$ cat config.mk
export PLATFORM = sky130hd
export DESIGN_NAME = pipe_ctrl
export DESIGN_NICKNAME = d
export VERILOG_FILES = /design/src/rtl/pipe_ctrl.sv
export SDC_FILE = /design/constraint.sdc
export NUM_CORES = 1
export LEC_CHECK = 0
export ABC_AREA = 1
export BUFFER_PORTS_ARGS = -buffer_cell sky130_fd_sc_hd__buf_4
export CAP_MARGIN = 20
export CORE_MARGIN = 1
export CORE_UTILIZATION = 45
export CTS_BUF_LIST = sky130_fd_sc_hd__clkbuf_16
export DETAILED_ROUTE_END_ITERATION = 8
export GPL_ROUTABILITY_DRIVEN = 0
export HOLD_SLACK_MARGIN = 0.03
export PLACE_DENSITY = 0.76
export SYNTH_ARGS = -nofsm -noshare
export SYNTH_HDL_FRONTEND = slang
export SYNTH_SLANG_ARGS = --single-unit
$ cat constraint.sdc
create_clock -name clk -period 4.7 [get_ports clk]
set_clock_uncertainty 0.05 [all_clocks]
set_input_delay 1.41 -clock clk [delete_from_list [all_inputs] [get_ports clk]]
set_output_delay 1.41 -clock clk [all_outputs]
set_load 0.01 [all_outputs]
$ cat src/rtl/pipe_ctrl.sv
// Pipeline hazard controller for a five-stage Y86-style pipeline.
// It decodes load/use, return, mispredict and exception hazards into
// stall/bubble controls. It also keeps a RUN/HALTED state with the latched halt
// cause, and saturating event counters that freeze once the pipeline halts.
module pipe_ctrl (
    input  logic        clk,
    input  logic        rst,
    input  logic [3:0]  D_icode_i,
    input  logic [3:0]  d_srcA_i,
    input  logic [3:0]  d_srcB_i,
    input  logic [3:0]  E_icode_i,
    input  logic [3:0]  E_dstM_i,
    input  logic        e_Cnd_i,
    input  logic [3:0]  M_icode_i,
    input  logic [2:0]  m_stat_i,
    input  logic [2:0]  W_stat_i,
    output logic        F_stall_o,
    output logic        D_stall_o,
    output logic        D_bubble_o,
    output logic        E_bubble_o,
    output logic        M_bubble_o,
    output logic        W_stall_o,
    output logic        halted_o,
    output logic [2:0]  halt_stat_o,
    output logic [15:0] lu_cnt_o,
    output logic [15:0] mp_cnt_o,
    output logic [15:0] ret_cnt_o,
    output logic [15:0] cyc_cnt_o
);

    localparam logic [3:0] IMRMOVL = 4'h5;
    localparam logic [3:0] IJXX    = 4'h7;
    localparam logic [3:0] IRET    = 4'h9;
    localparam logic [3:0] IPOPL   = 4'hB;
    localparam logic [3:0] RNONE   = 4'hF;

    localparam logic [2:0] SAOK = 3'd1;
    localparam logic [2:0] SHLT = 3'd2;
    localparam logic [2:0] SADR = 3'd3;
    localparam logic [2:0] SINS = 3'd4;

    localparam logic [0:0] S_RUN    = 1'b0;
    localparam logic [0:0] S_HALTED = 1'b1;

    logic [0:0] state;
    logic       lu;
    logic       rt;
    logic       mp;
    logic       m_exc;
    logic       w_exc;
    logic       exc;

    // Increment by one when enabled, sticking at all-ones instead of wrapping.
    function automatic logic [15:0] sat_inc(input logic [15:0] v, input logic en);
        if (en && (v != 16'hFFFF)) begin
            return v + 16'd1;
        end
        return v;
    endfunction

    // Hazard detection from the current stage contents.
    always_comb begin
        lu    = ((E_icode_i == IMRMOVL) || (E_icode_i == IPOPL)) &&
                (E_dstM_i != RNONE) &&
                ((E_dstM_i == d_srcA_i) || (E_dstM_i == d_srcB_i));
        rt    = (D_icode_i == IRET) || (E_icode_i == IRET) || (M_icode_i == IRET);
        mp    = (E_icode_i == IJXX) && !e_Cnd_i;
        m_exc = (m_stat_i == SHLT) || (m_stat_i == SADR) || (m_stat_i == SINS);
        w_exc = (W_stat_i == SHLT) || (W_stat_i == SADR) || (W_stat_i == SINS);
        exc   = m_exc || w_exc;
    end

    // Pipeline register controls: a held reset flushes, a halted pipe freezes
    // everything, otherwise the hazards decide. When load/use and a bubble
    // request coincide, D_stall wins at the decode register so D holds.
    always_comb begin
        F_stall_o  = 1'b0;
        D_stall_o  = 1'b0;
        D_bubble_o = 1'b0;
        E_bubble_o = 1'b0;
        M_bubble_o = 1'b0;
        W_stall_o  = 1'b0;
        if (!rst) begin
            D_bubble_o = 1'b1;
            E_bubble_o = 1'b1;
            M_bubble_o = 1'b1;
        end else if (state == S_HALTED) begin
            F_stall_o  = 1'b1;
            D_stall_o  = 1'b1;
            W_stall_o  = 1'b1;
            E_bubble_o = 1'b1;
            M_bubble_o = 1'b1;
        end else begin
            F_stall_o  = lu || rt;
            D_stall_o  = lu;
            D_bubble_o = mp || (rt && !lu);
            E_bubble_o = mp || lu;
            M_bubble_o = exc;
            W_stall_o  = w_exc;
        end
    end

    // State, halt cause and counters; the cycle that enters HALTED is still counted.
    always_ff @(posedge clk) begin
        if (!rst) begin
            state       <= S_RUN;
            halt_stat_o <= SAOK;
            lu_cnt_o    <= 16'd0;
            mp_cnt_o    <= 16'd0;
            ret_cnt_o   <= 16'd0;
            cyc_cnt_o   <= 16'd0;
        end else if (state == S_RUN) begin
            lu_cnt_o  <= sat_inc(lu_cnt_o, lu);
            mp_cnt_o  <= sat_inc(mp_cnt_o, mp);
            ret_cnt_o <= sat_inc(ret_cnt_o, rt && !lu);
            cyc_cnt_o <= sat_inc(cyc_cnt_o, 1'b1);
            if (w_exc) begin
                state       <= S_HALTED;
                halt_stat_o <= W_stat_i;
            end
        end
    end

    assign halted_o = (state == S_HALTED);

endmodule

Word-level counts from Yosys, hierarchy flattened
Cells that the tools add are included.
{ "totals": {"ramBits": 0, "mem_bits_ro": 0, "inputBits": 33, "regBits": 68, "n_memories": 0, "latch_bits": 0} }
{ "op_classes": {"n_reduce_logical": 26, "order_cmp": 0, "muxes": 30, "n_mul": 0, "eq_ne": 19, "div_mod_pow": 0, "shifts": 0, "add_sub_neg": 4, "bitwise": 1} }
{ "op_table": {"columns": ["cell", "count"], "rows": [
  ["$add 16x1->16 const B", 4],
  ["$mux 16", 4],
  ["$ne 16x16->1 const B", 4],
  ["$mux 1", 26],
  ["$eq 4x4->1 const B", 4],
  ["$eq 3x2->1 const B", 4],
  ["$logic_or 1x1->1", 12],
  ["$reduce_and 2->1", 5],
  ["$eq 4x3->1 const B", 2],
  ["$eq 4x4->1", 2],
  ["$logic_and 1x1->1", 7],
  ["$eq 3x3->1 const B", 2],
  ["$ne 4x4->1 const B", 1],
  ["$logic_not 1->1", 2],
  ["$not 1->1", 1]
]} }

Longest topological paths before layout
{ "depth": {"ltp_word": 11, "mapped_depth": 12} }

Least setup slack after synthesis
Ideal clock, no wire load.
{ "synth_path": {"path_type": "input-to-output", "startpoint": "in E_icode_i[2]", "endpoint": "out D_stall_o", "cell_stages": 9, "arrival_ps": 2336, "setup_slack_ps": 904, "n_path_buf": 1, "path_cell_list": "inv_1 > nor2_1 > nand3_1 > a21oi_1 > nand2_1 > buf_2 > nand2_1 > inv_1 > nor2_1"} }
{ "synth_between": {"elab_chain_len": 6} }
{ "synth_rtl": {"columns": ["item", "line", "source"], "rows": [
  ["from (decl)", "11", "input logic [3:0] E_icode_i,"],
  ["$eq 4x3->1 or $eq 4x4->1 (tied branches)", "63", "lu = ((E_icode_i == IMRMOVL) || (E_icode_i == IPOPL)) &&"],
  ["$logic_or 1x1->1 (*)", "63", null],
  ["$logic_and 1x1->1 (*)", "63", null],
  ["$logic_and 1x1->1 (*)", "64", "(E_dstM_i != RNONE) &&"],
  ["$mux 1 (*)", "87", "end else if (state == S_HALTED) begin"],
  ["$mux 1 (*)", "83", "if (!rst) begin"],
  ["to (decl)", "18", "output logic D_stall_o,"]
]} }
Mark *: on every way between the ends. The rest lies on a longest branch, timed or not.

Final worst setup path
{ "layout_path": {"startpoint": "in E_dstM_i[0]", "endpoint": "out F_stall_o"} }
{ "layout_between": {"elab_chain_len": 6} }
{ "layout_rtl": {"columns": ["item", "line", "source"], "rows": [
  ["from (decl)", "12", "input logic [3:0] E_dstM_i,"],
  ["$ne 4x4->1 or $eq 4x4->1 (tied branches)", "64, 65", null],
  ["$logic_and 1x1->1 or $logic_or 1x1->1 (tied branches)", "63, 65", null],
  ["$logic_and 1x1->1 (*)", "64", null],
  ["$logic_or 1x1->1 (*)", "94", "F_stall_o = lu || rt;"],
  ["$mux 1 (*)", "87", null],
  ["$mux 1 (*)", "83", null],
  ["to (decl)", "17", "output logic F_stall_o,"]
]} }
Marks and branches as above.

==> implementation parameters <==
Parameter                              Value

Run status
  Outcome    finished clean

Timing
  Total negative setup slack    0 ns
  Worst-margin pin slew    0.589 ns
  Finish-stage setup viols    0
  Unrepaired setup endpoints after global routing    false
  Achievable clock frequency    0.242 GHz
  Minimum clock period after layout    between 4 and 5 ns
  Final Cycle Share    88.0%
  Worst rel slew slack    about three fifths
  Max Slew Vio Count    0
  Final setup margin    0.566 ns
  Final-report hold violation count    0

Placed design
  Number of port buffers    106
  Pre-CTS setup slack    0.558 ns
  Hpwl dp    7.74 mm
  Total placed cells including tap cells    between 800 and 900

Synthesis
  Count of cell types in the netlist    34
  Number of synthesized register bits    68
  Synthesized area divided by synthesized cell count    6.36 um^2
  Post-synth net total    ~670
  Number of enable-type register cells in the synthesized netlist    0
  Post-Synthesis Cells    632
  Synthesis Warnings    0
  Post-synthesis async set-or-reset flop share    0%
  Cell area after synthesis    4020 um^2
  Predominant post-synthesis flop cell    sky130_fd_sc_hd__dfxtp_1
  Part of the Yosys area used for sequential elements    approximately a third

Cells and area
  Commonest cells after routing, fill and taps aside    sky130_fd_sc_hd__nand2_1, sky130_fd_sc_hd__buf_4, sky130_fd_sc_hd__nor2_1
  Diode insertion count for antenna repair    0
  Final core utilization    between 50% and 60%
  Most common library cell in the layout ignoring fill and taps    sky130_fd_sc_hd__nand2_1
  Fraction of layout cells with a size suffix above 1    18.2%
  Number of filler instances in the final layout    829
  Growth of design area from synthesis to finish    27.2%
  Non-filler instance count after layout    845
  Net total in the final layout    771

Drt
  DRT iter0 DRCs    153
  Detail Route met2 WL    slightly below 5 mm
  Detail-routed via count per cell    ~5.1
  First-pass DRT Iterations    5
  Routed via count    4320
  WL per Instance    12.3 um
  DRC viols    0
  Remaining number of nets flagged by the antenna check after routing    0
  Top Metal Used    met4
  Met1 Routed Length    4.65 mm
  Total detailed-routing wirelength    approximately 10 mm
  Met3 layer wire length in the routed design    826 um

Run
  Max_cap viols    0

Die
  Die extent in y    96.5 um
  Number of top-level pins    107
  Die W    roughly 96 um
  Site row count    34
  Initial core utilization    46.3%
  Placeable Area    8680 um^2
  DIE AREA    9310 um^2

Critical path
  Worst Path Required    3.24 ns
  Critical path launch point type    input port
  Category of the most critical setup path    input port to output port
  Critical path fanouts, max    12
  Endpoint type of the worst setup path    output port
  Arrival time reported for the critical path endpoint    2.67 ns

Worst hold path
  Hold WC Path Type    flop to flop

Global routing
  Global-route usage over all layers    22.4%
  Number of antenna violations at the first check in global routing    0
  Via count of the first global-routing pass    3725
  Global-route wire length before repair    between 15 and 20 mm
  Pin count of the biggest net entering global routing    41
  Sum of overflow across all layers after global routing    0

Clock tree
  Buffers from clock root to sink, at most    2
  Clock latency reported for the late side of the worst-skew pair    approximately 0.33 ns
  Number of buffers added to fix hold violations after cts    0
  Total clock buffers created by CTS    9
  CTS tree    built
  # Post-CTS Setup Buffers    0
  Clock-pin slew on the worst setup and hold paths    around 0.060 ns
  Root buf cell    sky130_fd_sc_hd__clkbuf_16
  Clock net sink count    68
  Number of H-tree levels    3
  Total of cells resized after clock tree synthesis    0

Power and ir drop
  Worst vdd ir    0.000172 V
  Pwr Total    1.31 mW
  Power density over cell area    around 260 nW/um^2
  Leakage power summed over all cells    2.22 nW
==> cell type report <==
class | count | area (um^2) | share of cell area (%)
Multi-Input combinational cell | 468 | 2260 | 44.2
Clock inverter | 5 | 22.5 | 0.441
Sequential cell | 68 | 1360 | 26.6
Timing Repair Buffer | 107 | 803 | 15.7
Tap cell | 108 | 135 | 2.65
Inverter | 80 | 303 | 5.93
Clock buffer | 9 | 225 | 4.41
==> cell families after synthesis <==
logic type	Yosys count	share of synthesized area (%)
AOI/OAI and AO/OA	65	8.88
xor gates and xnor gates	29	6.32
adders and majority gates	4	1.25
buffers and inverters	96	9.90
DFF	68	33.9
and+or+nand+nor	370	39.8
==> path summary, 6_finish.rpt <==
kind | start | endpoint | slack [ns] | cells after the start
setup / recovery | E_dstM_i[0] | F_stall_o | 0.57 | 11
setup reg to reg | lu_cnt_o[0] | lu_cnt_o[11] | 2.40 | 8
hold reg to reg | cyc_cnt_o[14] | cyc_cnt_o[14] | 0.45 | 2
hold / removal | cyc_cnt_o[14] | cyc_cnt_o[14] | 0.45 | 2
==> critical path, stage by stage <==
cell and delay, ns:
sky130_fd_sc_hd__buf_4 0.12, sky130_fd_sc_hd__inv_1 0.08, sky130_fd_sc_hd__nand2_1 0.05, sky130_fd_sc_hd__nand2_1 0.06, sky130_fd_sc_hd__nor2_1 0.04, sky130_fd_sc_hd__nand2_1 0.06, sky130_fd_sc_hd__nand2_1 0.07, sky130_fd_sc_hd__nand2_1 0.28
sky130_fd_sc_hd__nand2_1 0.14, sky130_fd_sc_hd__o21a_1 0.22, sky130_fd_sc_hd__buf_4 0.15
==> routing by layer <==
layer / vias up / track usage, %
met2: 144 / 37.9
met4: 0 / 7.97
li1: 2210 / -
met5: - / 0
met1: 1952 / 27.9
met3: 14 / 4.77
==> cell usage after synthesis (2+ instances only) <==
| master | count | area (um^2) |
|---|---|---|
| sky130_fd_sc_hd__nand2_1 | 176 | 661 |
| sky130_fd_sc_hd__nor2_1 | 102 | 383 |
| sky130_fd_sc_hd__inv_1 | 76 | 285 |
| sky130_fd_sc_hd__dfxtp_1 | 68 | 1360 |
| sky130_fd_sc_hd__a21oi_1 | 41 | 205 |
| sky130_fd_sc_hd__nand3_1 | 35 | 175 |
| sky130_fd_sc_hd__nand4_1 | 22 | 138 |
| sky130_fd_sc_hd__xor2_1 | 20 | 175 |
| sky130_fd_sc_hd__nor3_1 | 15 | 75.1 |
| sky130_fd_sc_hd__o21ai_0 | 12 | 60.1 |
| sky130_fd_sc_hd__o21bai_1 | 10 | 75.1 |
| sky130_fd_sc_hd__xnor2_1 | 9 | 78.8 |
| sky130_fd_sc_hd__clkbuf_1 | 7 | 26.3 |
| sky130_fd_sc_hd__buf_2 | 4 | 20.0 |
| sky130_fd_sc_hd__ha_1 | 4 | 50.1 |
| sky130_fd_sc_hd__inv_2 | 3 | 11.3 |
| sky130_fd_sc_hd__nand2_2 | 3 | 18.8 |
| sky130_fd_sc_hd__nor3b_1 | 3 | 22.5 |
| sky130_fd_sc_hd__nor4_1 | 3 | 18.8 |
| sky130_fd_sc_hd__and3_1 | 2 | 12.5 |
| sky130_fd_sc_hd__buf_6 | 2 | 22.5 |
| sky130_fd_sc_hd__nand3b_1 | 2 | 15.0 |
| sky130_fd_sc_hd__nor2_4 | 2 | 22.5 |
==> sequential cells by signal, indices dropped and copies added, names as in the netlist <==
register,flops
cyc_cnt_o,16
halt_stat_o,3
halted_o,1
lu_cnt_o,16
mp_cnt_o,16
ret_cnt_o,16
==> metrics by stage <==
step / instance area, um^2 / hold slack [ns]
final: 5110 / 0.448
after floorplan: 4020 / 0.439
after global routing: 5110 / 0.481
after CTS: 5110 / 0.444
after global placement: 4860 / 0.418
after detailed placement: 4860 / 0.434
==> power by group <==
group          total, mW  switching, mW  internal [mW]
combinational      0.130         0.0726         0.0575
sequential         0.600         0.0126          0.587
clock              0.578          0.234          0.344
Note: power is estimated with default switching activity, not from simulation.
